<file path="config.mk">
export PLATFORM = sky130hd
export DESIGN_NAME = alu_mdu_seq
export DESIGN_NICKNAME = d
export VERILOG_FILES = /design/src/rtl/alu_pkg.sv /design/src/rtl/mdu_iter.sv /design/src/rtl/alu_mdu_seq.sv
export SDC_FILE = /design/constraint.sdc
export NUM_CORES = 1
export LEC_CHECK = 0
export ABC_AREA = 1
export CAP_MARGIN = 15
export CORE_MARGIN = 2
export CORE_UTILIZATION = 35
export CTS_BUF_LIST = sky130_fd_sc_hd__clkbuf_4 sky130_fd_sc_hd__clkbuf_8
export CTS_CLUSTER_DIAMETER = 40
export DETAILED_ROUTE_END_ITERATION = 16
export PLACE_DENSITY = 0.47
export REMOVE_ABC_BUFFERS = 1
export SYNTH_ARGS = -nofsm -noshare
export SYNTH_HDL_FRONTEND = slang
export SYNTH_HIERARCHICAL = 1
export SYNTH_SLANG_ARGS = --single-unit
</file>
<file path="constraint.sdc">
create_clock -name clk -period 4.15 [get_ports clk]
set_input_delay 0.6225 -clock clk [delete_from_list [all_inputs] [get_ports clk]]
set_output_delay 0.6225 -clock clk [all_outputs]
set_load 0.02 [all_outputs]
</file>
<file path="src/rtl/alu_pkg.sv">
// Shared op encodings, FSM state type and op-decode helpers for the execute-stage ALU/MDU.
package alu_pkg;

  typedef enum logic [4:0] {
    OP_ADD    = 5'd0,
    OP_SUB    = 5'd1,
    OP_SLL    = 5'd2,
    OP_SRL    = 5'd3,
    OP_SRA    = 5'd4,
    OP_SLT    = 5'd5,
    OP_SLTU   = 5'd6,
    OP_XOR    = 5'd7,
    OP_OR     = 5'd8,
    OP_AND    = 5'd9,
    OP_PASS_B = 5'd10,
    OP_MUL    = 5'd16,
    OP_MULH   = 5'd17,
    OP_MULHSU = 5'd18,
    OP_MULHU  = 5'd19,
    OP_DIV    = 5'd20,
    OP_DIVU   = 5'd21,
    OP_REM    = 5'd22,
    OP_REMU   = 5'd23
  } alu_op_e;

  typedef enum logic [1:0] {
    IDLE = 2'd0,
    CALC = 2'd1,
    FIN  = 2'd2
  } alu_state_e;

  // M-extension group marker (codes 16..31); legality is checked separately.
  function automatic logic is_mop(input logic [4:0] op);
    return op[4];
  endfunction

  // Defined codes are 0..10 and 16..23.
  function automatic logic is_defined(input logic [4:0] op);
    return op[4] ? (op[3] == 1'b0) : (op <= 5'd10);
  endfunction

  // Within the M group, bit 2 separates divide/remainder from multiply.
  function automatic logic is_div_op(input logic [4:0] op);
    return op[2];
  endfunction

  function automatic logic a_is_signed(input logic [4:0] op);
    return (op == OP_MULH) || (op == OP_MULHSU) || (op == OP_DIV) || (op == OP_REM);
  endfunction

  function automatic logic b_is_signed(input logic [4:0] op);
    return (op == OP_MULH) || (op == OP_DIV) || (op == OP_REM);
  endfunction

endpackage

</file>
<file path="src/rtl/mdu_iter.sv">
// Iterative unsigned multiply/divide core: one radix-2 step per cycle, XLEN steps per op.
// Multiply: acc = {hi, lo} with lo holding the multiplier; result is the full product.
// Divide (restoring): acc = {remainder, quotient}; lo starts as the dividend.
module mdu_iter #(
  parameter int unsigned XLEN = 32
) (
  input  logic              clk,
  input  logic              rst,
  input  logic              flush,
  input  logic              start,
  input  logic              is_div,
  input  logic [XLEN-1:0]   op_a,
  input  logic [XLEN-1:0]   op_b,
  output logic              done,
  output logic [2*XLEN-1:0] result
);

  localparam int unsigned CW = $clog2(XLEN);

  logic [2*XLEN-1:0] acc_q, acc_d, acc_step;
  logic [XLEN-1:0]   dvs_q, dvs_d;
  logic              div_q, div_d;
  logic              run_q, run_d;
  logic [CW-1:0]     cnt_q, cnt_d;
  logic [XLEN:0]     mul_sum;
  logic [XLEN:0]     div_sh;
  logic [XLEN:0]     div_diff;
  logic              last;

  assign last   = run_q && (cnt_q == CW'(XLEN - 1));
  assign done   = last;
  assign result = acc_q;

  // One shift-add or shift-subtract step on the shared accumulator.
  always_comb begin
    mul_sum  = {1'b0, acc_q[2*XLEN-1:XLEN]} + (acc_q[0] ? {1'b0, dvs_q} : '0);
    div_sh   = acc_q[2*XLEN-1:XLEN-1];
    div_diff = div_sh - {1'b0, dvs_q};
    if (div_q) begin
      if (!div_diff[XLEN]) begin
        acc_step = {div_diff[XLEN-1:0], acc_q[XLEN-2:0], 1'b1};
      end else begin
        acc_step = {div_sh[XLEN-1:0], acc_q[XLEN-2:0], 1'b0};
      end
    end else begin
      acc_step = {mul_sum, acc_q[XLEN-1:1]};
    end
  end

  // Load on start, iterate while running, stop after the XLEN-th step.
  always_comb begin
    acc_d = acc_q;
    dvs_d = dvs_q;
    div_d = div_q;
    run_d = run_q;
    cnt_d = cnt_q;
    if (flush) begin
      run_d = 1'b0;
      cnt_d = '0;
    end else if (start) begin
      acc_d = {{XLEN{1'b0}}, op_a};
      dvs_d = op_b;
      div_d = is_div;
      run_d = 1'b1;
      cnt_d = '0;
    end else if (run_q) begin
      acc_d = acc_step;
      cnt_d = cnt_q + CW'(1);
      if (last) begin
        run_d = 1'b0;
      end
    end
  end

  // Iteration state registers.
  always_ff @(posedge clk) begin
    if (rst) begin
      acc_q <= '0;
      dvs_q <= '0;
      div_q <= 1'b0;
      run_q <= 1'b0;
      cnt_q <= '0;
    end else begin
      acc_q <= acc_d;
      dvs_q <= dvs_d;
      div_q <= div_d;
      run_q <= run_d;
      cnt_q <= cnt_d;
    end
  end

endmodule

</file>
<file path="src/rtl/alu_mdu_seq.sv">
// Execute-stage ALU with valid/ready handshakes: single-cycle base ops and
// fixed-latency (XLEN+1) RV32M ops through the iterative mdu_iter core.
module alu_mdu_seq
  import alu_pkg::*;
#(
  parameter  int unsigned XLEN = 32,
  localparam int unsigned SHW  = $clog2(XLEN)
) (
  input  logic            clk,
  input  logic            rst,
  input  logic            flush,
  input  logic            in_valid,
  output logic            in_ready,
  input  logic [4:0]      in_op,
  input  logic [XLEN-1:0] in_a,
  input  logic [XLEN-1:0] in_b,
  output logic            out_valid,
  input  logic            out_ready,
  output logic [XLEN-1:0] out_s,
  output logic            out_illegal,
  output logic            busy
);

  alu_state_e        state_q, state_d;
  logic              out_valid_q, out_valid_d;
  logic [XLEN-1:0]   out_s_q, out_s_d;
  logic              out_illegal_q, out_illegal_d;
  logic [4:0]        op_q, op_d;
  logic [XLEN-1:0]   a_q, a_d;
  logic              neg_q, neg_d;
  logic              bzero_q, bzero_d;

  logic              accept;
  logic              m_start;
  logic [SHW-1:0]    shamt;
  logic [XLEN-1:0]   base_res;
  logic              neg_a, neg_b, res_neg;
  logic [XLEN-1:0]   mag_a, mag_b;
  logic              mdu_done;
  logic [2*XLEN-1:0] mdu_res;
  logic [2*XLEN-1:0] prod_fix;
  logic [XLEN-1:0]   quo_fix, rem_fix;
  logic [XLEN-1:0]   fin_res;

  assign accept  = in_valid && in_ready;
  assign m_start = accept && is_mop(in_op) && is_defined(in_op);

  assign out_valid   = out_valid_q;
  assign out_s       = out_s_q;
  assign out_illegal = out_illegal_q;

  // State register.
  always_ff @(posedge clk) begin
    if (rst) begin
      state_q <= IDLE;
    end else begin
      state_q <= state_d;
    end
  end

  // Next-state: flush overrides everything; CALC lasts until the core's last step.
  always_comb begin
    state_d = state_q;
    if (flush) begin
      state_d = IDLE;
    end else begin
      case (state_q)
        IDLE:    if (m_start) state_d = CALC;
        CALC:    if (mdu_done) state_d = FIN;
        FIN:     state_d = IDLE;
        default: state_d = IDLE;
      endcase
    end
  end

  // FSM outputs: accept only when idle, the result slot is free, and not flushing.
  always_comb begin
    in_ready = (state_q == IDLE) && (!out_valid_q || out_ready) && !flush;
    busy     = (state_q != IDLE);
  end

  // Single-cycle base-op datapath; undefined codes yield zero.
  always_comb begin
    base_res = '0;
    shamt    = in_b[SHW-1:0];
    case (in_op)
      OP_ADD:    base_res = in_a + in_b;
      OP_SUB:    base_res = in_a - in_b;
      OP_SLL:    base_res = in_a << shamt;
      OP_SRL:    base_res = in_a >> shamt;
      OP_SRA:    base_res = $signed(in_a) >>> shamt;
      OP_SLT:    base_res = {{(XLEN-1){1'b0}}, $signed(in_a) < $signed(in_b)};
      OP_SLTU:   base_res = {{(XLEN-1){1'b0}}, in_a < in_b};
      OP_XOR:    base_res = in_a ^ in_b;
      OP_OR:     base_res = in_a | in_b;
      OP_AND:    base_res = in_a & in_b;
      OP_PASS_B: base_res = in_b;
      default:   base_res = '0;
    endcase
  end

  // Operand magnitudes and result sign for the unsigned iterative core.
  // Signed remainder takes the dividend's sign; everything else takes the xor.
  always_comb begin
    neg_a   = a_is_signed(in_op) && in_a[XLEN-1];
    neg_b   = b_is_signed(in_op) && in_b[XLEN-1];
    mag_a   = neg_a ? -in_a : in_a;
    mag_b   = neg_b ? -in_b : in_b;
    res_neg = (in_op == OP_REM) ? neg_a : (neg_a ^ neg_b);
  end

  mdu_iter #(
    .XLEN (XLEN)
  ) u_mdu_iter (
    .clk    (clk),
    .rst    (rst),
    .flush  (flush),
    .start  (m_start),
    .is_div (is_div_op(in_op)),
    .op_a   (mag_a),
    .op_b   (mag_b),
    .done   (mdu_done),
    .result (mdu_res)
  );

  // Sign fix-up and result select for the finished M op; divide-by-zero overrides.
  always_comb begin
    prod_fix = neg_q ? -mdu_res : mdu_res;
    quo_fix  = neg_q ? -mdu_res[XLEN-1:0] : mdu_res[XLEN-1:0];
    rem_fix  = neg_q ? -mdu_res[2*XLEN-1:XLEN] : mdu_res[2*XLEN-1:XLEN];
    case (op_q)
      OP_MUL:                        fin_res = prod_fix[XLEN-1:0];
      OP_MULH, OP_MULHSU, OP_MULHU:  fin_res = prod_fix[2*XLEN-1:XLEN];
      OP_DIV, OP_DIVU:               fin_res = bzero_q ? '1 : quo_fix;
      default:                       fin_res = bzero_q ? a_q : rem_fix;
    endcase
  end

  // Result slot and latched M-op context: retire on out_ready, load on base accept or FIN.
  always_comb begin
    out_valid_d   = out_valid_q && !out_ready;
    out_s_d       = out_s_q;
    out_illegal_d = out_illegal_q;
    op_d          = op_q;
    a_d           = a_q;
    neg_d         = neg_q;
    bzero_d       = bzero_q;
    if (flush) begin
      out_valid_d = 1'b0;
    end else if (state_q == FIN) begin
      out_valid_d   = 1'b1;
      out_s_d       = fin_res;
      out_illegal_d = 1'b0;
    end else if (m_start) begin
      op_d    = in_op;
      a_d     = in_a;
      neg_d   = res_neg;
      bzero_d = (in_b == '0);
    end else if (accept) begin
      out_valid_d   = 1'b1;
      out_s_d       = is_defined(in_op) ? base_res : '0;
      out_illegal_d = !is_defined(in_op);
    end
  end

  // Result and context registers.
  always_ff @(posedge clk) begin
    if (rst) begin
      out_valid_q   <= 1'b0;
      out_s_q       <= '0;
      out_illegal_q <= 1'b0;
      op_q          <= '0;
      a_q           <= '0;
      neg_q         <= 1'b0;
      bzero_q       <= 1'b0;
    end else begin
      out_valid_q   <= out_valid_d;
      out_s_q       <= out_s_d;
      out_illegal_q <= out_illegal_d;
      op_q          <= op_d;
      a_q           <= a_d;
      neg_q         <= neg_d;
      bzero_q       <= bzero_d;
    end
  end

endmodule

</file>
==> reports/qor.yml <==
status:
  status: "completed"
power:
  leakagePower_nw: 16.4
  powerDensity_nw_per_um2: 195
  fin_total_pwr_mw: 6.11
  vdd_ir_drop_max_mv: 0.240
detailed_routing:
  wl_um: 168000
  drc: 0
  drt_iter0_drc: 3823
  wl_per_cell_um: 25.6
  drt_pass1_iterations: 8
  antenna_left: 0
  viasPerCell: 5.60
  via_count: 36700
clocking:
  h-tree-depth: 4
  clock_latency_ps: 570
  clock-root-buffer: "clkbuf_8"
  cts.sinks: 178
  clkTransAtPathRegs_ps: 100
  hold_buffers: 0
  ctsResizeCount: 0
  cts_tree: "done"
  cts_buffers: 17
  cts_max_path_buffers: 2
  post_cts_buffers: 0
sta:
  report.final.slew_viol_count: 0
  finalSetupViolations: 0
  worst_pin_slew_ps: 1030
  slew_headroom_pct: 30.7
  fmax_ghz: 0.269
  clock_skew_ps: 41.4
  period_share_pct: 89.5
  min_period_ps: 3710
  hold_violations: 0
  rsz0062_at_grt: "no"
cells_and_area:
  final_cell_mix: "1,737 x nand2_1, 717 x inv_1, 695 x nand3_1, 545 x nor2_1, 342 x a21oi_1"
  nets: 5723
  drive_gt1_share_pct: 5.34
  area_growth_pct: 11.1
  mostFrequentLayoutCell: "nand2_1"
  final_cells: 6545
worst_setup_path:
  cp_common_cell: "nand2_1"
  critical_path.cell_chain: "clkdlybuf4s50_1 -> ha_1 -> fa_1 -> nand2_1 -> nand2_1 -> nand2_1 -> o21ai_0 -> nand2_1 -> nand2_1 -> nand2_1 -> nand3_1 -> nand3_1 -> o21ai_0 -> nand3_1 -> nand2_1 -> inv_1"
  worstSetupPathType: "primary input to register"
  end_kind: "register"
  crit_path_start_kind: "primary input"
  crit_buf_inv: 2
  slowest_stage: "clkdlybuf4s50_1"
  crit_arrival_ps: 4170
  max_stage_delay_ps: 760
  critPathMaxFanout: 6
  cp.required_ps: 4600
  path_delay_family: "simple AND/OR/NAND/NOR gates"
synth:
  synth_area_leaders: "nand2_1 23%, dfxtp_1 13%, nand3_1 12%"
  syn_area_per_cell_um2: 5.24
  synth_edf_count: 0
  ys_seq_area_share_pct: 12.6
  synth_seq_cells: 178
  yosysTopAreaCellShare_pct: 23.1
  async_reset_ff_share_pct: 0
  yosysTopAreaCell: "nand2_1"
  synth_warnings: 6
  synth_flop_cell: "dfxtp_1"
  netlist_area_um2: 28300
  synth_cell_types: 58
  synthCells: 5400
placement:
  gp_congestion: 1.05
  hpwlAfterDp_um: 137000
  port_buffers: 109
  place_inst: 6512
floorplan:
  die_w_um: 288
  core_area_um2: 80300
  num_rows: 104
  start_util_pct: 35.2
  die_area_um2: 83100
  chipHeight_um: 288
  ios: 110
grt:
  grt_overflow: 0
  grt_pass1_vias: 34400
  grt_max_degree: 95
  grtUsageTotal_pct: 39.5
  grt_pass1_wl_um: 237000
  antenna_found_initial: 4
run:
  timing.max_cap.violations: 0
hold_path:
  hold_class: "register to register"
[through the flow]
step                      worst slack, ps  hold WS (ps)  TNS (ps)  cell area (µm²)  util [%]
after floorplan                     -7810           397   -798280            27300         -
after CTS                             578           397         0            31400      39.1
after global placement              -90.5           413      -110            31000      38.6
after detailed placement             1.11           410         0            31000      38.6
after global routing                  242           423         0            31400      39.1
final                                 437           420         0            31400      39.2
[cells in the mapped netlist (all sizes together) (6+ instances only)]
master	n
and3	6
o21ai	288
xor2	78
a21o	7
xnor2	12
o21a	6
nor3	53
nor4	7
and2	20
nand3b	14
nand3	702
o22ai	42
nor2	575
o211ai	49
nand2	1759
clkbuf	99
ha	174
a21oi	344
inv	734
nand4	54
buf	116
dfxtp	178
or2	7
o21bai	10
a31oi	39
[sequential cells by signal (all words and copies together) (netlist names)]
register and count:
a_q 32, bzero_q 1, neg_q 1, op_q 5, out_illegal 1, out_s 32, out_valid 1, state_q 2
u_mdu_iter/cnt_q 5, u_mdu_iter/div_q 1, u_mdu_iter/dvs_q 32, u_mdu_iter/result 64, u_mdu_iter/run_q 1
[worst paths after layout]
kind | startpoint | endpoint | cells after the start | slack [ps]
hold reg to reg | state_q[1]$_SDFFE_PP0P_ | state_q[1]$_SDFFE_PP0P_ | 1 | 420
setup / recovery | in_a[0] | out_s[16]$_SDFFE_PP0P_ | 16 | 440
hold / removal | state_q[1]$_SDFFE_PP0P_ | state_q[1]$_SDFFE_PP0P_ | 1 | 420
setup reg to reg | u_mdu_iter/result[31]$_SDFFE_PP0P_ | u_mdu_iter/result[32]$_SDFFE_PP0P_ | 17 | 890
[worst reg2reg max path, delay by kind of cell (launching register included)]
kind / cells / cell delay [ps]
compound gates: 2 / 450
buf+inv: 2 / 260
flops: 1 / 370
simple gates: 11 / 1350
fa+ha+maj: 2 / 680
[logic make-up after synthesis]
kind of cell               synth area share, %
DFF                                       12.6
xor gates and xnor gates                  2.79
adders and majority gates                 7.98
buffers and inverters                     13.3
muxes                                   0.0354
and+or+nand+nor                           47.8
AOI/OAI and AO/OA                         15.5
[power by group]
group | internal (mW) | switching (mW) | total [mW]
sequential | 1.75 | 0.0503 | 1.80
combinational | 0.807 | 2.10 | 2.91
clock | 0.569 | 0.833 | 1.40
[routing by layer]
metal,track usage (%),wire (µm),vias up
li1,-,-,17500
met1,46.4,65300,16900
met2,66.2,77100,1723
met3,4.71,10900,452
met4,29.2,14400,2
met5,0,13,-
[area by class of cell]
cell class	count	area (µm²)
Antenna cell	2	5.00
Clock inverter	12	148
Multi-Input combinational cell	4270	21000
Fill cell	9405	48900
Inverter	737	2770
Clock buffer	19	255
Sequential cell	178	3570
Timing Repair Buffer	267	2390
Tap cell	1060	1330
No activity file was read; power rests on OpenSTA's default activity.
